`config.mk`:
```
export PLATFORM = sky130hd
export DESIGN_NAME = prog_seq_ctrl
export DESIGN_NICKNAME = d
export VERILOG_FILES = /design/src/rtl/prog_seq_pkg.sv /design/src/rtl/prog_seq_ctrl_prog_store.sv /design/src/rtl/prog_seq_ctrl.sv
export SDC_FILE = /design/constraint.sdc
export NUM_CORES = 1
export LEC_CHECK = 0
export CORE_MARGIN = 3
export CORE_UTILIZATION = 64
export DETAILED_ROUTE_END_ITERATION = 12
export GPL_TIMING_DRIVEN = 0
export PLACE_DENSITY_LB_ADDON = 0.15
export SLEW_MARGIN = 20
export SYNTH_ARGS = -nofsm -noshare
export SYNTH_HDL_FRONTEND = slang
export SYNTH_SLANG_ARGS = --single-unit
export TNS_END_PERCENT = 20
```
`constraint.sdc`:
```
create_clock -name clk -period 7.7 [get_ports clk]
set_input_delay 2.31 -clock clk [delete_from_list [all_inputs] [get_ports clk]]
set_output_delay 2.31 -clock clk [all_outputs]
set_load 0.01 [all_outputs]
```
`src/rtl/prog_seq_pkg.sv`:
```
// Shared definitions for the program-store / run controller:
// state and command encodings, the JMP opcode and default widths.
package prog_seq_pkg;

   localparam int ADDR_W_DEF = 4;
   localparam int DATA_W_DEF = 8;
   localparam int CYC_W_DEF  = 8;

   localparam logic [3:0] OP_JMP = 4'b1111;

   typedef enum logic [1:0] {
      ST_IDLE = 2'b00,
      ST_RUN  = 2'b01,
      ST_STEP = 2'b10,
      ST_HALT = 2'b11
   } state_t;

   typedef enum logic [1:0] {
      CMD_CLEAR = 2'b00,
      CMD_RUN   = 2'b01,
      CMD_STEP  = 2'b10,
      CMD_STOP  = 2'b11
   } cmd_t;

endpackage

```
`src/rtl/prog_seq_ctrl_prog_store.sv`:
```
// Program store: 2**ADDR_W x DATA_W flop array, cleared by reset,
// synchronous write, asynchronous read.
module prog_store #(
   parameter int ADDR_W = 4,
   parameter int DATA_W = 8
) (
   input  logic              clk,
   input  logic              n_reset,
   input  logic              we,
   input  logic [ADDR_W-1:0] waddr,
   input  logic [DATA_W-1:0] wdata,
   input  logic [ADDR_W-1:0] raddr,
   output logic [DATA_W-1:0] rdata
);

   localparam int DEPTH = 2 ** ADDR_W;

   logic [DATA_W-1:0] mem [DEPTH];

   // Clear every word on reset; otherwise capture accepted writes.
   always_ff @(posedge clk or negedge n_reset) begin
      if (!n_reset) begin
         for (int i = 0; i < DEPTH; i++) begin
            mem[i] <= '0;
         end
      end else if (we) begin
         mem[waddr] <= wdata;
      end
   end

   assign rdata = mem[raddr];

endmodule

```
`src/rtl/prog_seq_ctrl.sv`:
```
// Program-store and run controller for the 4-bit accumulator CPU.
// Serves instructions, gates CPU progress via cpu_en (run/step/stop),
// auto-halts on a self-jump and counts executed instructions.
// Optional breakpoint support is compiled in with PROG_SEQ_BREAKPOINT_EN.
module prog_seq_ctrl
   import prog_seq_pkg::*;
#(
   parameter int ADDR_W = ADDR_W_DEF,
   parameter int DATA_W = DATA_W_DEF,
   parameter int CYC_W  = CYC_W_DEF
) (
   input  logic              clk,
   input  logic              n_reset,
   input  logic              cmd_valid,
   input  logic [1:0]        cmd,
   input  logic              wr_valid,
   output logic              wr_ready,
   input  logic [ADDR_W-1:0] wr_addr,
   input  logic [DATA_W-1:0] wr_data,
   input  logic [ADDR_W-1:0] cpu_addr,
   output logic [DATA_W-1:0] cpu_instr,
   output logic              cpu_en,
   output logic [1:0]        state,
   output logic              halted,
   output logic [CYC_W-1:0]  cyc_cnt
`ifdef PROG_SEQ_BREAKPOINT_EN
   ,
   input  logic              bp_en,
   input  logic [ADDR_W-1:0] bp_addr
`endif
);

   state_t state_q;
   state_t state_d;
   logic   self_jmp;
   logic   stop_cmd;
   logic   run_cmd;
   logic   step_cmd;
   logic   clear_cmd;
   logic   cnt_clr;
   logic   run_entry;
   logic   bp_hit;

   // Saturating increment for the executed-instruction counter.
   function automatic logic [CYC_W-1:0] sat_inc(input logic [CYC_W-1:0] v);
      return (&v) ? v : v + 1'b1;
   endfunction

   prog_store #(
      .ADDR_W (ADDR_W),
      .DATA_W (DATA_W)
   ) u_store (
      .clk     (clk),
      .n_reset (n_reset),
      .we      (wr_valid && wr_ready),
      .waddr   (wr_addr),
      .wdata   (wr_data),
      .raddr   (cpu_addr),
      .rdata   (cpu_instr)
   );

   assign run_cmd   = cmd_valid && (cmd == CMD_RUN);
   assign step_cmd  = cmd_valid && (cmd == CMD_STEP);
   assign stop_cmd  = cmd_valid && (cmd == CMD_STOP);
   assign clear_cmd = cmd_valid && (cmd == CMD_CLEAR);

   // A JMP to its own address would spin forever; treat it as program end.
   assign self_jmp = (cpu_instr == {OP_JMP, cpu_addr});

   assign wr_ready = (state_q == ST_IDLE) || (state_q == ST_HALT);
   assign halted   = (state_q == ST_HALT);
   assign state    = state_q;

`ifdef PROG_SEQ_BREAKPOINT_EN
   logic bp_skip;

   // bp_skip lets a resume from HALT execute the instruction sitting on the breakpoint.
   always_ff @(posedge clk or negedge n_reset) begin
      if (!n_reset) begin
         bp_skip <= 1'b0;
      end else if (run_entry) begin
         bp_skip <= 1'b1;
      end else if (cpu_en) begin
         bp_skip <= 1'b0;
      end
   end

   assign bp_hit = bp_en && (cpu_addr == bp_addr) && !bp_skip;
`else
   assign bp_hit = 1'b0;
`endif

   // Next-state decode and combinational CPU enable.
   always_comb begin
      state_d   = state_q;
      cpu_en    = 1'b0;
      cnt_clr   = 1'b0;
      run_entry = 1'b0;
      case (state_q)
         ST_IDLE: begin
            if (run_cmd) begin
               state_d = ST_RUN;
            end else if (step_cmd) begin
               state_d = ST_STEP;
            end
         end
         ST_HALT: begin
            if (run_cmd) begin
               state_d   = ST_RUN;
               run_entry = 1'b1;
            end else if (step_cmd) begin
               state_d = ST_STEP;
            end else if (clear_cmd) begin
               state_d = ST_IDLE;
               cnt_clr = 1'b1;
            end
         end
         ST_RUN: begin
            if (stop_cmd || self_jmp || bp_hit) begin
               state_d = ST_HALT;
            end else begin
               cpu_en = 1'b1;
            end
         end
         ST_STEP: begin
            cpu_en  = 1'b1;
            state_d = ST_HALT;
         end
         default: state_d = ST_IDLE;
      endcase
   end

   // State register.
   always_ff @(posedge clk or negedge n_reset) begin
      if (!n_reset) begin
         state_q <= ST_IDLE;
      end else begin
         state_q <= state_d;
      end
   end

   // Executed-instruction counter: cleared by CLEAR from HALT, saturates at all-ones.
   always_ff @(posedge clk or negedge n_reset) begin
      if (!n_reset) begin
         cyc_cnt <= '0;
      end else if (cnt_clr) begin
         cyc_cnt <= '0;
      end else if (cpu_en) begin
         cyc_cnt <= sat_inc(cyc_cnt);
      end
   end

endmodule

```
==> out/metrics.csv <==
stage,metric,value,unit
run_status,status,"finished, final reports clean",
global_route,first-pass GRT wire length,26000,µm
sta,post-layout min period,7.47,ns
die,io pins,43,
sta,Final setup viols,0,
die,Die W,110,µm
finish,fin area,8120,µm²
detailed_routing,First DRT Iteration DRCs,369,
cts,CTS buffer count,17,
flow_run,max_cap viols,0,
sta,skew final,0.00598,ns
detailed_routing,vias,4432,
placed_design,cell count after placement,664,
worst_setup_path,Required @ worst endpoint,5.39,ns
die,height of the die,110,µm
synth,most used flip-flop cell after synthesis,dfrtp_1,
cts,TritonCTS clock tree,done,
synth,Synthesis Warnings,0,
global_route,largest net degree at the start of global routing,74,
worst_setup_path,CP Launch Type,primary input,
worst_setup_path,CP Max Fanout,10,
synth,asr flop ratio synth,100,%
global_route,initial antenna violation count,0,
placed_design,gpl congestion,0.818,
power,P_leak,3.65,nW
detailed_routing,vias per cell,6.39,
synth,largest area contributor in the netlist,dfrtp_1,
sta,Worst-Margin Slew,0.906,ns
power,Peak VDD IR,0.242,mV
synth,register area share after synthesis,50.0,%
cts,clock tree sinks,138,
die,Initial Util,66.4,%
placed_design,Post-DP Area,7530,µm²
synth,syn nets,513,
worst_setup_path,WP data arrival,5.16,ns
cts,CTS max path bufs,2,
sta,Max Fclk,0.134,GHz
sta,final hold violation count,0,
synth,area share of the largest cell type after synthesis,50.0,%
synth,synthesis-stage register bit count,138,
cts,Worst-path clk slew,0.06,ns
synth,Synth top cells by count,"138 x dfrtp_1, 121 x mux2_2, 23 x mux4_2, 23 x nand2_1, 17 x mux2i_1",
hold_path,Hold WC Path Type,register to register,
synth,Syn Std Cell Area,6910,µm²
detailed_routing,routed len/inst,24.0,µm
synth,"top cells by area, synth","dfrtp_1 50%, mux2_2 20%, mux4_2 7.5%",
global_route,grt ovf,0,
synth,Avg Inst Size Synth,14.2,µm²
cts,Post CTS Setup Buffer Count,0,
cts,clk_lat worst skew,0.53,ns
finish,Area growth syn-to-layout,17.4,%
sta,max_slew headroom,38.1,%
power,PD cells,362,nW/µm²
finish,Antenna Cells,0,
finish,layout cell share with drive strength beyond 1,36.2,%
synth,distinct cell type count after synthesis,60,
finish,Sequential cell area,3450,µm²
detailed_routing,Final ANT Viol Nets,0,
finish,post-layout util,77.9,%
die,row cnt,37,
placed_design,HPWL after DPL,11100,µm
sta,period utilization,97.0,%
global_route,GRT Util Overall,30.3,%
cts,H-Tree Depth,4,
sta,WHS,0.495,ns
global_route,vias in the first global route,4740,
synth,Post-synth EDFFs,0,
finish,Fillers,605,
finish,area occupied by multi-input gates,3200,µm²
sta,Final TNS setup,0,ns
detailed_routing,drt pass-1 iters,4,
finish,fin cells,694,
sta,Slew Limit Fails,0,
detailed_routing,DRT Wirelength,16700,µm
placed_design,I/O Buffers,39,
synth,most common cell in the netlist,dfrtp_1,
synth,Mapped Cells,486,
die,full die area,12100,µm²
worst_setup_path,Crit. End Element,output pin,
worst_setup_path,CP Class,primary input to output pin,
finish,fin nets,574,
cts,Clk Tree Root Cell,clkbuf_8,
detailed_routing,DRC violations left,0,
die,core box area,10400,µm²
sta,RSZ-0062 raised after global routing,false,
## cell type report
| type | instances | area share, % |
|---|---|---|
| Clock buffer | 23 | 5.75 |
| Buffer | 28 | 2.78 |
| Sequential cell | 138 | 42.6 |
| Timing Repair Buffer | 42 | 5.43 |
| Tap cell | 136 | 2.10 |
| Clock inverter | 7 | 1.43 |
| Inverter | 12 | 0.555 |
| Multi-Input combinational cell | 308 | 39.4 |
## layout by cell type, fill, tap and decap left out, types with 3 or more instances in the layout
cell             Yosys  layout
a211o_1              3       3
a21oi_1              4       4
nand3_1              7       7
nor2_1              15      14
mux2_1              12      12
buf_2                3       3
o21ai_0              6       5
a221o_1              3       3
mux4_2              23      23
clkdlybuf4s50_1      0      37
mux2i_1             17      17
buf_12               3       3
mux4_1               4       4
ha_1                 5       5
mux2_2             121     121
a221oi_1             4       4
nor2b_1             10      10
bufinv_16            0       3
clkbuf_16            0      16
dfrtp_1            138     138
and3_1               3       3
clkbuf_1            14      16
buf_6                4       4
inv_1               12      12
nor3b_1              3       3
nand2_1             23      23
nand4_1              4       4
clkbuf_8             3       7
## through the flow
| stage | setup slack (ns) | total power, W |
|---|---|---|
| finish | 0.229 | 0.00293 |
| global route | 0.0702 | 0.00309 |
| CTS | 0.0969 | 0.00294 |
| detailed placement | 0.0925 | 0.00212 |
| global placement | -0.829 | 0.00205 |
| floorplan | 1.24 | 0.00181 |
## report_power, final
part	internal [W]	switching (W)	leakage, nW
registers	0.00104	0.000174	1.77
clock network	0.000515	0.000293	0.284
logic	0.000536	0.000379	1.60
total	0.00209	0.000846	3.65
## metal layers
metal / GRT usage, % / share of wire [%] / up-vias
met5: 0 / 0 / -
met4: 13.6 / 3.1 / 0
met3: 10.0 / 7.8 / 36
met2: 47.9 / 50 / 166
met1: 38.1 / 39 / 2282
li1: - / - / 1948
## what timing repair did
item | 4_1_cts | 5_1_grt
endpoints found under the setup margin | 0 | 1
endpoints found under the hold margin | 0 | 0
hold buffers | 0 | 0
resized for setup | 0 | 4
## state kept, by name (all words and copies together), names as in the netlist
name and count:
state 2, u_store.mem 128, cyc_cnt 8
## worst paths after layout
kind / from / to / slack [ns] / cells after the start
setup / recovery: cpu_addr[3] / cpu_en / 0.23 / 9
hold / removal: u_store.mem[70] / u_store.mem[70] / 0.50 / 1
setup reg to reg: state[0] / u_store.mem[66] / 4.79 / 8
hold reg to reg: u_store.mem[70] / u_store.mem[70] / 0.50 / 1
max in group asynchronous: n_reset / u_store.mem[57] / 5.28 / 2
min in group asynchronous: n_reset / cyc_cnt[7] / 1.71 / 1
## critical path, stage by stage
cell             delay (ns)
clkdlybuf4s50_1        0.58
buf_2                  0.31
mux4_2                 0.35
or2b_1                 0.23
a21oi_1                0.23
nor4_4                 0.08
a41oi_4                0.34
buf_6                  0.19
clkdlybuf4s50_1        0.54
## cells by family (layout without fill, tap and decap cells)
kind of cell,Yosys count,after routing,synth area share [%]
buffers and inverters,40,112,3.89
adders and majority gates,5,5,0.905
and+or+nand+nor,79,79,6.17
DFF,138,138,50.0
AOI/OAI and AO/OA,47,47,5.92
muxes,177,177,33.1
No activity file was read; power rests on OpenSTA's default activity.
